File: config.mk
export PLATFORM = sky130hd
export DESIGN_NAME = mem_read_server
export DESIGN_NICKNAME = d
export VERILOG_FILES = /design/src/rtl/mem_read_server.sv
export SDC_FILE = /design/constraint.sdc
export NUM_CORES = 1
export LEC_CHECK = 0
export ABC_AREA = 1
export CAP_MARGIN = 20
export CORE_AREA = 8 8 218 220
export CTS_CLUSTER_DIAMETER = 30
export DETAILED_ROUTE_END_ITERATION = 7
export DIE_AREA = 0 0 226 228
export PLACE_DENSITY = 0.52
export SYNTH_ARGS = -nofsm -noshare
export SYNTH_HDL_FRONTEND = slang
export SYNTH_SLANG_ARGS = --single-unit
File: constraint.sdc
create_clock -name clk -period 3.4 [get_ports clk]
set_clock_uncertainty 0.05 [all_clocks]
set_input_delay 0.68 -clock clk [delete_from_list [all_inputs] [get_ports clk]]
set_output_delay 0.68 -clock clk [all_outputs]
set_load 0.02 [all_outputs]
File: src/rtl/mem_read_server.sv
// rtl/mem_read_server.sv - read-channel memory responder streaming SRAM lines
// Accepts (start address, byte size) and returns whole lines, one per cycle, last line flagged.
module mem_read_server #(
   parameter  int WORD_WIDTH        = 8,
   parameter  int NUM_WORDS_IN_LINE = 32,
   parameter  int ADDR_WIDTH        = 19,
   localparam int DW                = NUM_WORDS_IN_LINE*WORD_WIDTH,
   localparam int LINE_BYTES        = DW/8,
   localparam int LB                = $clog2(LINE_BYTES),
   localparam int LADDR_W           = ADDR_WIDTH-LB
) (
   input  logic                  clk,
   input  logic                  rst,
   input  logic                  mem_req,
   input  logic [ADDR_WIDTH-1:0] mem_start_addr,
   input  logic [ADDR_WIDTH-1:0] mem_size_bytes,
   output logic                  mem_valid,
   output logic                  last,
   output logic [DW-1:0]         mem_data,
   output logic [LB-1:0]         mem_last_valid,
   output logic                  sram_rd_en,
   output logic [LADDR_W-1:0]    sram_addr,
   input  logic [DW-1:0]         sram_rd_data,
   output logic                  busy
);

   typedef enum logic [1:0] {IDLE, ISSUE, DRAIN, DONE} state_t;

   state_t              state_q;
   logic [LADDR_W-1:0]  line_addr_q;
   logic [LADDR_W:0]    lines_left_q;
   logic [LB-1:0]       lv_q;
   logic                rd_en_q;
   logic                last_q;

   logic [LADDR_W-1:0]  line_addr_d;
   logic [ADDR_WIDTH:0] size_round;
   logic [LADDR_W:0]    lines_left_d;
   logic [LB-1:0]       lv_d;
   logic                final_issue;

   // Line count is rounded up in one extra bit so the maximum size cannot overflow.
   assign line_addr_d  = LADDR_W'(mem_start_addr >> LB);
   assign size_round   = {1'b0, mem_size_bytes} + (ADDR_WIDTH+1)'(LINE_BYTES-1);
   assign lines_left_d = (LADDR_W+1)'(size_round >> LB);
   assign lv_d         = mem_size_bytes[LB-1:0] - LB'(1);
   assign final_issue  = (state_q == ISSUE) && (lines_left_q == (LADDR_W+1)'(1));

   always_ff @(posedge clk or posedge rst) begin
      if (rst) begin
         state_q      <= IDLE;
         line_addr_q  <= '0;
         lines_left_q <= '0;
         lv_q         <= '0;
         rd_en_q      <= 1'b0;
         last_q       <= 1'b0;
      end else begin
         rd_en_q <= (state_q == ISSUE);
         last_q  <= final_issue;
         case (state_q)
            IDLE: begin
               if (mem_req) begin
                  if (mem_size_bytes != '0) begin
                     line_addr_q  <= line_addr_d;
                     lines_left_q <= lines_left_d;
                     lv_q         <= lv_d;
                     state_q      <= ISSUE;
                  end else begin
                     state_q <= DONE;
                  end
               end
            end
            ISSUE: begin
               line_addr_q  <= line_addr_q + LADDR_W'(1);
               lines_left_q <= lines_left_q - (LADDR_W+1)'(1);
               if (final_issue) state_q <= DRAIN;
            end
            DRAIN: state_q <= DONE;
            DONE: begin
               if (!mem_req) state_q <= IDLE;
            end
            default: state_q <= IDLE;
         endcase
      end
   end

   assign sram_rd_en     = (state_q == ISSUE);
   assign sram_addr      = sram_rd_en ? line_addr_q : '0;
   assign mem_valid      = rd_en_q;
   assign last           = last_q;
   assign mem_data       = rd_en_q ? sram_rd_data : '0;
   assign mem_last_valid = last_q ? lv_q : '0;
   assign busy           = (state_q != IDLE);

endmodule

==> run_results.csv <==
group,metric,value,unit
global_routing,grt-ovfl-total,0,
setup_path,cp.required,2670,ps
cts,cts_tree,"built",
power,total_power,7.03,mW
job,drv_cap,0,
setup_path,crit_fanout,128,
synthesis,synth_top_area_cell,"nand2_1",
die,die_w,226,um
synthesis,synthTopCellsByArea,"nand2_1 34%, inv_1 23%, dfrtp_1 18%, nor2_1 4.3%, nand3_1 4.0%",
synthesis,ys_ff_latch,38,
setup_path,worst_setup_path_end_kind,"primary output",
die,start_util,0.120,
routing,routed_via_density,3.74,
cts,hold_buffers,0,
cts,cts.htree.levels,2,
placement,pre_cts_ws,537,ps
synthesis,yosysMostFrequentCell,"nand2_1",
synthesis,synth_flop_cell,"dfrtp_1",
cts,clock-sinks,38,
synthesis,ys_warn_count,0,
global_routing,antenna_found_initial,44,
sta,whs,443,ps
synthesis,synth.top_cell.area_share,0.336,
power,ir_worst_vdd,293,uV
synthesis,synth_common_cells,"470 x nand2_1, 315 x inv_1, 60 x nor2_1, 42 x nand3_1, 38 x dfrtp_1",
cts,cts_buffer_depth,2,
synthesis,synth-edff-count,0,
sta,setup_ws,492,ps
sta,timing.final.crit_share,0.855,
placement,dp_hpwl,43600,um
setup_path,worst_setup_path_start_kind,"register",
sta,slew_headroom,0.483,
global_routing,track_usage,0.174,
cts,cts_setup_buffers,0,
sta,rsz0062_at_grt,"false",
sta,finalSetupViolations,0,
synthesis,ys_async_sr_fraction,1.00,
routing,drc_errors,0,
global_routing,grt_pass1_vias,8136,
die,fp.dieArea,51500,sq um
outcome,outcome,"complete, no violations",
die,io_pins,576,
synthesis,postSynthCellCount,1061,
power,p_leak,6.62,nW
die,coreArea,43800,sq um
sta,tns,0,ps
global_routing,grt_pass1_wl,63800,um
sta,drv_slew,0,
cts,cts_resized,0,
routing,dr.pass1.iters,6,
routing,drtAntennaViolNets,0,
placement,place.gp.congestion,0.913,
synthesis,seq_area_frac_synth,0.181,
synthesis,syn-cell-area,5250,sq um
synthesis,synthDistinctLibCells,37,
final_layout,layout-drive-gt1-share,0.0249,
cts,clk_pin_slew_worst_paths,60,ps
sta,hold_viol_final,0,
sta,max_freq,0.344,GHz
global_routing,grt_max_degree,129,
sta,fin_crit,2910,ps
cts,clock_latency,300,ps
die,rows,77,
cts,root_buffer,"clkbuf_16",
sta,worstMarginPinSlew,774,ps
synthesis,postSynthAreaPerCell,4.94,sq um
routing,dr_total_vias,8273,
final_layout,area_delta_synth_final,125,%
min_path,min_from,"lv_q[1]",
routing,wire_per_inst,21.4,um
setup_path,critical_path_class,"register to primary output",
synthesis,syn-num-nets,1367,
routing,drt_iter0_drc,405,
final_layout,final_nets,1910,
setup_path,crit_start,"mem_valid",
placement,io_buffers,570,
die,die_height,228,um
cts,numCtsBuffers,5,
min_path,hp-class,"register to register",
power,powerDensity,596,nW/um^2
setup_path,cp.arrival,2180,ps
setup_path,r2r_start,"state_q[0]",
routing,wl,47400,um
final cells by class:
type | count | area (sq um)
fillers | 4901 | 32000
inverters | 316 | 1190
multi-input cells | 666 | 2900
clock buffers | 5 | 125
clock inverters | 3 | 68.8
repair buffers | 577 | 5780
diodes | 15 | 37.5
well taps | 592 | 741
flip-flops and latches | 38 | 955
sequential cells by signal, indices dropped and copies added (netlist names):
name          count
lines_left_q     15
mem_valid         1
lv_q              5
state_q           2
line_addr_q      14
last              1
cell families (layout without fill, tap and decap cells):
group                      after synthesis  after routing  synth area share
AOI/OAI and AO/OA                       49             49            0.0584
xor gates and xnor gates                 7              7            0.0117
adders and majority gates                9              9            0.0215
buffers and inverters                  357            901             0.265
DFF                                     38             38             0.181
other                                    0             15                 0
and+or+nand+nor                        601            601             0.462
worst max-delay path, stage by stage (launching register included):
cell             delay [ps]
dfrtp_4                 460
buf_12                  400
nand2_1                 100
inv_1                    80
clkdlybuf4s50_1         780
final timing paths:
check                           depth (start not counted)                to  slack (ps)
max in group asynchronous                               3  lines_left_q[11]        1700
worst min-delay path                                    2           lv_q[1]         440
worst min register to register                          2           lv_q[1]         440
min in group asynchronous                               2   line_addr_q[12]         780
worst max register to register                          8  lines_left_q[13]        1380
worst max-delay path                                    4     mem_data[193]         490
cells in the final DEF, fill, tap and decap left out, types with 5 or more instances in the layout:
cell             netlist  routed
clkdlybuf4s50_1        0     569
nand2_1              470     470
inv_1                315     315
nor2_1                60      60
nand3_1               42      42
dfrtp_1               38      37
o21ai_0               23      23
diode_2                0      15
o21ai_2               10      10
ha_1                   9       9
nor3_1                 7       7
nand4_1                6       6
buf_4                  3       6
a21oi_1                5       5
clkbuf_16              0       5
report_power, final:
group / total, mW / leakage (nW) / switching, mW / internal (mW)
registers: 0.879 / 0.479 / 0.218 / 0.661
logic: 5.52 / 6.05 / 3.30 / 2.22
clock network: 0.639 / 0.0941 / 0.217 / 0.422
total: 7.03 / 6.62 / 3.73 / 3.30
stage by stage:
step | std cells | area, sq um | util
global placement | 2189 | 11600 | 0.264
detailed placement | 2189 | 11600 | 0.264
finish | 2212 | 11800 | 0.269
CTS | 2197 | 11800 | 0.268
global route | 2204 | 11800 | 0.269
floorplan | 1061 | 5250 | -
metal layers:
layer	wire length, um	up-vias	global-route usage
met4	497	34	0.0337
li1	-	4084	-
met2	21200	383	0.279
met5	227	-	0
met1	18300	3722	0.193
met3	7170	50	0.114
Note: power is estimated with default switching activity, not from simulation.
